[config.mk]
export PLATFORM = sky130hd
export DESIGN_NAME = alu_result_stage
export DESIGN_NICKNAME = d
export VERILOG_FILES = /design/src/rtl/alu_pkg.sv /design/src/rtl/alu_skid_fifo.sv /design/src/rtl/alu_result_stage.sv
export SDC_FILE = /design/constraint.sdc
export NUM_CORES = 1
export LEC_CHECK = 0
export CORE_MARGIN = 1
export CORE_UTILIZATION = 54
export DETAILED_ROUTE_END_ITERATION = 12
export PLACE_DENSITY = 0.84
export SLEW_MARGIN = 40
export SYNTH_ARGS = -nofsm -noshare
export SYNTH_HDL_FRONTEND = slang
export SYNTH_SLANG_ARGS = --single-unit
export TNS_END_PERCENT = 10
[constraint.sdc]
create_clock -name clk -period 4.4 [get_ports clk]
set_clock_uncertainty 0.1 [all_clocks]
set_input_delay 0.88 -clock clk [delete_from_list [all_inputs] [get_ports clk]]
set_output_delay 0.88 -clock clk [all_outputs]
set_load 0.01 [all_outputs]
[src/rtl/alu_pkg.sv]
// Shared ALU definitions: unit-select encodings of opcode[4:3] and status flag bit positions.
package alu_pkg;

   localparam logic [1:0] UNIT_ARITH = 2'b00;
   localparam logic [1:0] UNIT_LOGIC = 2'b01;
   localparam logic [1:0] UNIT_SHIFT = 2'b10;
   localparam logic [1:0] UNIT_RSVD  = 2'b11;

   localparam int FLG_ZERO  = 0;
   localparam int FLG_NEG   = 1;
   localparam int FLG_CARRY = 2;
   localparam int FLG_ERR   = 3;
   localparam int FLAG_W    = 4;

endpackage

[src/rtl/alu_skid_fifo.sv]
// Generic 2-entry valid/ready FIFO with a registered head; the head keeps the last
// popped payload while empty. Input ready depends only on the registered occupancy.
module alu_skid_fifo #(
   parameter int W = 8
) (
   input  logic         clk,
   input  logic         rst_n,
   input  logic         i_in_valid,
   output logic         o_in_ready,
   input  logic [W-1:0] i_in_data,
   output logic         o_out_valid,
   input  logic         i_out_ready,
   output logic [W-1:0] o_out_data
);

   logic [1:0]   r_count;
   logic [W-1:0] r_head;
   logic [W-1:0] r_tail;
   logic         w_push;
   logic         w_pop;

   assign o_in_ready  = (r_count != 2'd2);
   assign o_out_valid = (r_count != 2'd0);
   assign o_out_data  = r_head;
   assign w_push      = i_in_valid && o_in_ready;
   assign w_pop       = o_out_valid && i_out_ready;

   always_ff @(posedge clk or negedge rst_n) begin
      if (!rst_n) begin
         r_count <= 2'd0;
         r_head  <= '0;
         r_tail  <= '0;
      end else begin
         r_count <= r_count + {1'b0, w_push} - {1'b0, w_pop};
         // The head loads new data when it is empty or being vacated with nothing behind it.
         if (w_pop && (r_count == 2'd2))
            r_head <= r_tail;
         else if (w_push && ((r_count == 2'd0) || w_pop))
            r_head <= i_in_data;
         if (w_push && (r_count == 2'd1) && !w_pop)
            r_tail <= i_in_data;
      end
   end

endmodule

[src/rtl/alu_result_stage.sv]
// Registered output stage behind the ALU: derives status flags, counts reserved-unit
// opcodes (saturating) and buffers results in a 2-entry FIFO toward the consumer.
module alu_result_stage
   import alu_pkg::*;
#(
   parameter int DATA_WIDTH = 8,
   parameter int CNT_WIDTH  = 8
) (
   input  logic                    clk,
   input  logic                    rst_n,
   input  logic                    in_valid,
   output logic                    in_ready,
   input  logic [4:0]              in_opcode,
   input  logic [DATA_WIDTH-1:0]   in_result,
   input  logic                    in_carry,
   input  logic [2*DATA_WIDTH-1:0] in_mult,
   output logic                    out_valid,
   input  logic                    out_ready,
   output logic [DATA_WIDTH-1:0]   out_result,
   output logic [2*DATA_WIDTH-1:0] out_mult,
   output logic [FLAG_W-1:0]       out_flags,
   output logic [CNT_WIDTH-1:0]    err_count
);

   localparam int PW = 3*DATA_WIDTH + FLAG_W;

   logic                    w_err;
   logic [DATA_WIDTH-1:0]   w_result;
   logic [2*DATA_WIDTH-1:0] w_mult;
   logic [FLAG_W-1:0]       w_flags;
   logic [PW-1:0]           w_in_payload;
   logic [PW-1:0]           w_out_payload;
   logic                    w_accept;
   logic                    w_unused_op;
   logic [CNT_WIDTH-1:0]    r_err_count;

   // The op field only matters to the ALU itself; only the unit field is decoded here.
   assign w_unused_op = &{1'b0, in_opcode[2:0]};

   assign w_err    = (in_opcode[4:3] == UNIT_RSVD);
   assign w_result = w_err ? '0 : in_result;
   assign w_mult   = w_err ? '0 : in_mult;

   always_comb begin
      w_flags            = '0;
      w_flags[FLG_ZERO]  = (w_result == '0);
      w_flags[FLG_NEG]   = w_result[DATA_WIDTH-1];
      w_flags[FLG_CARRY] = in_carry;
      w_flags[FLG_ERR]   = w_err;
   end

   assign w_in_payload = {w_mult, w_result, w_flags};
   assign w_accept     = in_valid && in_ready;

   always_ff @(posedge clk or negedge rst_n) begin
      if (!rst_n)
         r_err_count <= '0;
      else if (w_accept && w_err && (r_err_count != {CNT_WIDTH{1'b1}}))
         r_err_count <= r_err_count + 1'b1;
   end

   assign err_count = r_err_count;

   alu_skid_fifo #(
      .W (PW)
   ) u_fifo (
      .clk         (clk),
      .rst_n       (rst_n),
      .i_in_valid  (in_valid),
      .o_in_ready  (in_ready),
      .i_in_data   (w_in_payload),
      .o_out_valid (out_valid),
      .i_out_ready (out_ready),
      .o_out_data  (w_out_payload)
   );

   assign out_mult   = w_out_payload[PW-1 -: 2*DATA_WIDTH];
   assign out_result = w_out_payload[FLAG_W +: DATA_WIDTH];
   assign out_flags  = w_out_payload[FLAG_W-1:0];

endmodule

==> out/metrics.csv, run 1 <==
metric,value,unit
"Clk Latency, worst-skew pair",330,ps
"Cell Chain, Critical Path",clkdlybuf4s50_1 > buf_4 > o21ai_4 > o21ai_4 > buf_4 > mux2_2,
syn nets,357,
WHS Path Cells,2,
routed wire length,6960,um
wire per inst,15.2,um
"Slowest-stage cell, CP",clkdlybuf4s50_1,
Final Setup Violations,0,
Area Overhead vs Synth,26.3,%
gr usage total,24.3,%
Worst-Margin Slew,653,ps
htree depth,3,
Vert. Die Dim,78.7,um
"IR drop worst, VDD",0.329,mV
"Top FF cell, synth",dfrtp_1,
dpl hpwl,4630,um
vias per cell,5.49,
antenna fix cells,0,
Placeable Area,5570,um^2
hold buffers post-CTS,0,
CP arrival,3030,ps
RSZ-0062 raised after global routing,no,
syn_area_per_cell,9.92,um^2
dpl cell area,3850,um^2
initial antenna violation count,0,
Final Instance Area,4010,um^2
Reg2Reg Depth,6,
io pins,72,
first-pass GRT wire length,11500,um
CP max stage delay,740,ps
"Seq/Total Area, Yosys",50.4,%
Cells after DPL,443,
Post-CTS Setup Bufs,0,
Routed Antenna Nets,0,
"Clk pin slew, worst setup/hold paths",60,ps
Post-Layout Cell Count,457,
Final Core Density,71.9,%
"Hold Violations, Final",0,
vias in the first global route,2413,
relative slew slack,56.3,%
synth top area cells,"dfrtp_1, nand2_1, mux2_4",
WHS,387,ps
Initial Util,57.0,%
r2r endpoint,u_fifo.o_out_data[27]$_DFFE_PN0P_,
crit path kind,in2reg,
Fmax achieved,344,MHz
maxcap violations,0,
GPL Wtd Cong,0.753,
largest net degree at the start of global routing,54,
number of DRC markers in iteration 0,283,
CTS Sinks,64,
fraction of registers with async set/reset,100,%
leading area contributor after synthesis,dfrtp_1,
Hold Crit Endpoint,u_fifo.r_tail[3]$_DFFE_PN0P_,
full die area,6190,um^2
setup TNS,0,ps
port buffer count,68,
post-synth cell types,36,
Yosys warnings,0,
Lkg Pwr,1.90,nW
cts bufs inserted,9,
critical path capture point type,flip-flop,
Synth top area share,50.4,%
crit share post-route,66.0,%
DIE WIDTH,78.7,um
reg2reg setup slack,2160,ps
PostCTS Resize Cnt,0,
Tightest Hold Check Type,reg2reg,
status,completed,
clock tree from TritonCTS,done,
"EDFF count, synth",0,
worst r2r src,u_fifo.r_count[0]$_DFF_PN0_,
fraction of layout cells with a size suffix above 1,15.1,%
"Req. time, crit path",4520,ps
vias,2510,
Max Slew Vio Count,0,
CP Max Fanout,20,
CTS Root Buffer Type,clkbuf_8,
mapped cell area,3180,um^2
minimum clock period,2910,ps
Core Rows,27,
TritonRoute pass-1 iters,4,
pwr dens,632,nW/um^2
Final nets,419,
Post-Syn Instances,320,
Synth Register Bits,64,
clock buffer depth,2,
GRT overflow,0,
worst hold start,u_fifo.r_tail[3]$_DFFE_PN0P_,
CP startpoint kind,input pin,
# DRC,0,
per-layer routing:
layer  GRT usage (%)  vias up  share of wire [%]
met5               0        -                  0
met4            6.67        0                1.1
met3            8.37        8                7.0
met2            38.5       69                 47
met1            31.7     1218                 45
li1                -     1215                  -
flip-flops by register name, indices dropped and copies added (netlist names):
signal and cells:
u_fifo.r_tail 27, err_count 8, u_fifo.r_count 2, u_fifo.o_out_data 27
cell type report:
class / instances / area, um^2
Tap cell: 72 / 90.1
Timing Repair Buffer: 73 / 716
Clock inverter: 4 / 22.5
Sequential cell: 64 / 1600
Inverter: 4 / 15.0
Fill cell: 415 / 1560
Multi-Input combinational cell: 230 / 1430
Clock buffer: 10 / 138
worst max path at each step:
stage,start,to,slack [ps],cells past startpoint
floorplan,out_ready,u_fifo.r_count[1]$_DFF_PN0_,2070,8
detailed placement,out_ready,u_fifo.o_out_data[27]$_DFFE_PN0P_,1140,6
global route,out_ready,u_fifo.o_out_data[27]$_DFFE_PN0P_,1410,6
global placement,out_ready,u_fifo.o_out_data[27]$_DFFE_PN0P_,1160,6
finish,out_ready,u_fifo.o_out_data[27]$_DFFE_PN0P_,1490,6
CTS,out_ready,u_fifo.o_out_data[27]$_DFFE_PN0P_,1500,6
placed cells by master, fill, tap and decap left out, drive strengths merged, types with 4 or more instances in the layout:
cell type and n:
dfrtp 64, nor3 4, mux2 31, nand3 50
o21ai 32, inv 4, buf 6, nand2 81
clkbuf 10, clkdlybuf4s50 67
power by group:
| group | internal [mW] | switching, mW |
|---|---|---|
| Sequential | 0.857 | 0.173 |
| Clock | 0.210 | 0.215 |
| Combinational | 0.613 | 0.467 |
synth_stat cells (all sizes together), types with 2 or more instances:
master  number
ha           3
mux2        31
xor2         3
nor3         4
clkbuf       8
nand4        3
nor2         3
dfrtp       64
xnor2        2
o21ai       32
a21oi        2
and2         3
nand3       50
inv          4
nand2       81
nor4         2
buf         14
critical path: cells and delay by family:
family,cells,cell delay [ps]
buf+inv,3,1480
mux,1,370
compound gates,2,300
metrics by stage:
stage,worst slack (ps),power (mW)
3_3_place_gp,1160,2.07
5_1_grt,1410,2.69
6_report,1490,2.53
4_1_cts,1500,2.55
2_1_floorplan,2070,1.68
3_5_place_dp,1140,2.12
kinds of logic after synthesis:
family / after synthesis / synth area share [%]
XOR/XNOR: 5 / 1.38
buffers and inverters: 26 / 4.85
AO/OA/AOI/OAI: 39 / 7.37
AND/OR/NAND/NOR: 152 / 21.4
flip-flops: 64 / 50.4
multiplexers: 31 / 13.4
adder cells (fa/ha/maj): 3 / 1.18
(Power assumes the default switching activity.)
==> run 2: changes to the inputs <==
--- a/config.mk
+++ b/config.mk
@@ -6,9 +6,9 @@
 export NUM_CORES = 1
 export LEC_CHECK = 0
 export CORE_MARGIN = 1
-export CORE_UTILIZATION = 54
+export CORE_UTILIZATION = 50
 export DETAILED_ROUTE_END_ITERATION = 12
-export PLACE_DENSITY = 0.84
+export PLACE_DENSITY = 0.79
 export SLEW_MARGIN = 40
 export SYNTH_ARGS = -nofsm -noshare
 export SYNTH_HDL_FRONTEND = slang
==> constraint.sdc (replaced) <==
create_clock -name clk -period 3 [get_ports clk]
set_clock_uncertainty 0.1 [all_clocks]
set_input_delay 0.6 -clock clk [delete_from_list [all_inputs] [get_ports clk]]
set_output_delay 0.6 -clock clk [all_outputs]
set_load 0.01 [all_outputs]
==> out/metrics.csv, run 2 (synthesis gave the netlist of run 1 again) <==
metric,value,unit
port buffer count,68,
met3 Use GR,6.44,%
RSZ-0062 raised after global routing,no,
GPL Wtd Cong,0.756,
status,completed,
crit path kind,reg2out,
met2 GRT Util,37.3,%
CTS Root Buffer Type,clkbuf_8,
TritonRoute pass-1 iters,4,
relative slew slack,59.0,%
Placeable Area,6030,um^2
CP startpoint kind,flip-flop,
CP arrival,1640,ps
worst r2r src,u_fifo.r_count[0]$_DFF_PN0_,
reg2reg setup slack,850,ps
fraction of layout cells with a size suffix above 1,16.8,%
maxcap violations,0,
Post-CTS Setup Bufs,0,
vias per cell,5.43,
Final Core Density,67.8,%
pwr dens,941,nW/um^2
"Clk pin slew, worst setup/hold paths",70,ps
"Hold Violations, Final",0,
gr busiest metal,met2,
Initial Util,52.7,%
clock buffer depth,2,
"Req. time, crit path",2300,ps
Fmax achieved,428,MHz
cts bufs inserted,9,
routed wire length,7250,um
htree depth,3,
setup TNS,0,ps
vias in the first global route,2421,
"most common cell after layout, fill and taps aside",nand2_1,
Final nets,425,
Final Setup Violations,0,
"IR drop worst, VDD",0.487,mV
DIE WIDTH,81.7,um
Core Rows,28,
Cells after DPL,452,
Reg2Reg Depth,6,
dpl hpwl,4940,um
number of DRC markers in iteration 0,255,
vias,2542,
minimum clock period,2340,ps
most frequent cells in the layout,"nand2_1, clkdlybuf4s50_1, dfrtp_1, nand3_1, o21ai_1",
Tightest Hold Check Type,in2async,
wire per inst,15.5,um
CTS Sinks,64,
antenna fix cells,0,
Post-Layout Cell Count,468,
r2r endpoint,u_fifo.o_out_data[27]$_DFFE_PN0P_,
Area Overhead vs Synth,28.7,%
first-pass GRT wire length,11700,um
GRT overflow,0,
Routed Antenna Nets,0,
clock tree from TritonCTS,done,
critical path capture point type,output pin,
PostCTS Resize Cnt,0,
Max Slew Vio Count,0,
gr usage total,23.7,%
CP Max Fanout,7,
Lkg Pwr,1.94,nW
full die area,6670,um^2
Vert. Die Dim,81.7,um
hold buffers post-CTS,0,
# DRC,0,
GR Util met1,31.7,%
"Clk Latency, worst-skew pair",340,ps
io pins,72,
largest net degree at the start of global routing,37,
crit share post-route,77.9,%
initial antenna violation count,0,
Worst-Margin Slew,612,ps
-- run 2: report_power, final --
group	internal, mW	switching [mW]
Sequential	1.26	0.262
Combinational	0.914	0.695
Clock	0.376	0.344
Total	2.55	1.30
-- run 2: worst max-delay path by stage --
stage,from,endpoint,slack (ps)
after floorplan,out_ready,u_fifo.r_count[1]$_DFF_PN0_,950
after global placement,in_valid,u_fifo.o_out_data[27]$_DFFE_PN0P_,320
after detailed placement,out_ready,u_fifo.o_out_data[27]$_DFFE_PN0P_,350
after CTS,u_fifo.r_count[0]$_DFF_PN0_,out_valid,650
after global routing,u_fifo.r_count[0]$_DFF_PN0_,out_valid,600
final,u_fifo.r_count[0]$_DFF_PN0_,out_valid,660
-- run 2: layer usage --
metal	share of wire, %	routed length, um	vias to the layer above
li1	-	-	1222
met2	48	3510	99
met1	43	3140	1211
met5	0	0	-
met4	1.6	119	0
met3	6.7	486	10
-- run 2: through the flow --
step / total power [mW] / hold slack, ps / cell area [um^2] / setup WS [ps]
after floorplan: 2.46 / 204 / 3180 / 955
after global placement: 3.05 / 368 / 3880 / 322
after detailed placement: 3.14 / 376 / 3900 / 355
after CTS: 3.87 / 128 / 4090 / 654
after global routing: 4.10 / 142 / 4090 / 604
final: 3.85 / 123 / 4090 / 664
-- run 2: area by class of cell --
| type | count | area, um^2 |
|---|---|---|
| multi-input cells | 230 | 1420 |
| clock buffers | 9 | 124 |
| repair buffers | 79 | 766 |
| fillers | 469 | 1940 |
| flip-flops and latches | 64 | 1600 |
| well taps | 75 | 93.8 |
| inverters | 4 | 15.0 |
| clock inverters | 7 | 62.6 |
-- run 2: worst max-delay path, stage by stage (launching register included) --
cell,delay [ps]
dfrtp_1,470
or2_2,340
clkdlybuf4s50_1,480
==> run 3: changes to the inputs <==
==> constraint.sdc (replaced) <==
create_clock -name clk -period 2.3 [get_ports clk]
set_clock_uncertainty 0.1 [all_clocks]
set_input_delay 0.46 -clock clk [delete_from_list [all_inputs] [get_ports clk]]
set_output_delay 0.46 -clock clk [all_outputs]
set_load 0.01 [all_outputs]
==> out/metrics.csv, run 3 (synthesis gave the netlist of run 1 again) <==
metric,value,unit
Final Setup Violations,0,
PnR worst setup slack,104,ps
gr usage total,22.9,%
wire per inst,14.9,um
largest net degree at the start of global routing,37,
most frequent cells in the layout,"nand2_1, clkdlybuf4s50_1, dfrtp_1, nand3_1, o21ai_1",
routed wire length,7020,um
CP Max Fanout,7,
Final nets,430,
maxcap violations,0,
dpl cell area,3950,um^2
TritonRoute pass-1 iters,5,
Placeable Area,6030,um^2
Fmax achieved,455,MHz
Post-CTS Setup Bufs,0,
first-pass GRT wire length,11400,um
cts bufs inserted,9,
crit path kind,reg2out,
htree depth,3,
worst r2r src,u_fifo.r_count[0]$_DFF_PN0_,
Tightest Hold Check Type,reg2reg,
r2r endpoint,u_fifo.r_count[1]$_DFF_PN0_,
pwr dens,1210,nW/um^2
"Req. time, crit path",1740,ps
Routed Antenna Nets,0,
Core Rows,28,
initial antenna violation count,0,
Final Instance Area,4150,um^2
Reg2Reg Depth,7,
PostCTS Resize Cnt,0,
clock buffer depth,2,
reg2reg setup slack,370,ps
minimum clock period,2200,ps
hold buffers post-CTS,0,
status,completed,
dpl hpwl,4840,um
Hold Crit Endpoint,u_fifo.r_tail[27]$_DFFE_PN0P_,
# DRC,0,
Worst-Margin Slew,449,ps
"most common cell after layout, fill and taps aside",nand2_1,
critical path capture point type,output pin,
clock share of power,18.6,%
internal power,3.38,mW
Cells after DPL,456,
Vert. Die Dim,81.7,um
antenna fix cells,0,
"Clk Latency, worst-skew pair",330,ps
"Slowest-stage cell, CP",clkdlybuf4s50_1,
"IR drop worst, VDD",0.658,mV
Buf/Inv on CP,2,
setup TNS,0,ps
GPL Wtd Cong,0.801,
Logic pwr share,42.2,%
number of DRC markers in iteration 0,149,
GRT overflow,0,
sw frac,32.7,%
"Hold Violations, Final",0,
relative slew slack,70.1,%
CP arrival,1640,ps
Post-Layout Cell Count,472,
io pins,72,
full die area,6670,um^2
Max Slew Vio Count,0,
port buffer count,68,
sequential power share,39.1,%
pre-CTS setup slack,45.3,ps
CTS Root Buffer Type,clkbuf_8,
Switch Pwr,1.64,mW
WHS Path Cells,2,
clock tree from TritonCTS,done,
vias in the first global route,2403,
RSZ-0062 raised after global routing,no,
crit share post-route,95.5,%
vias per cell,5.40,
"Clk pin slew, worst setup/hold paths",70,ps
worst hold start,u_fifo.r_tail[27]$_DFFE_PN0P_,
"Cell Chain, Critical Path",nor2b_2 > inv_2 > clkdlybuf4s50_1,
vias,2550,
DIE WIDTH,81.7,um
CP max stage delay,490,ps
CTS Sinks,64,
Area Overhead vs Synth,30.6,%
CP startpoint kind,flip-flop,
Initial Util,52.7,%
fraction of layout cells with a size suffix above 1,17.1,%
Final Core Density,68.8,%
Lkg Pwr,1.97,nW
CP top delay family,buffers and inverters,
## run 3: worst max path at each step
stage,cells past startpoint,end,start
after floorplan,8,u_fifo.r_count[1]$_DFF_PN0_,out_ready
after global placement,6,u_fifo.r_tail[19]$_DFFE_PN0P_,in_valid
after detailed placement,6,u_fifo.r_tail[23]$_DFFE_PN0P_,in_valid
after CTS,3,in_ready,u_fifo.r_count[0]$_DFF_PN0_
after global routing,3,in_ready,u_fifo.r_count[0]$_DFF_PN0_
final,3,in_ready,u_fifo.r_count[0]$_DFF_PN0_
## run 3: area by class of cell
class                           count  area (um^2)
Clock buffer                       11          141
Tap cell                           75         93.8
Sequential cell                    64         1600
Inverter                            4         15.0
Fill cell                         475         1880
Multi-Input combinational cell    230         1420
Timing Repair Buffer               84          826
Clock inverter                      4         45.0
## run 3: per-layer routing
layer  vias up  track usage [%]  wire length [um]
met5         -                0                 0
li1       1234                -                 -
met1      1230             29.5              3150
met2        80             37.5              3360
met4         0             8.42                67
met3         6             5.11               448
## run 3: tightest hold or removal path: stages (launching register included)
cell	delay, ps
dfrtp_1	340
nand2_1	50
o21ai_1	60
## run 3: power by group through the flow
| stage | registers (mW) | logic (mW) | clock network (mW) |
|---|---|---|---|
| CTS | 1.97 | 2.15 | 0.959 |
| global route | 2.03 | 2.32 | 1.01 |
| detailed placement | 1.98 | 2.14 | 0 |
| global placement | 1.96 | 2.07 | 0 |
| finish | 1.96 | 2.12 | 0.936 |
| floorplan | 2.04 | 1.17 | 0 |
## run 3: per-stage QoR
| stage | hold WS (ps) | total power [mW] |
|---|---|---|
| final | 386 | 5.02 |
| after global placement | 368 | 4.03 |
| after global routing | 412 | 5.36 |
| after CTS | 116 | 5.07 |
| after detailed placement | 376 | 4.12 |
| after floorplan | 64.4 | 3.21 |
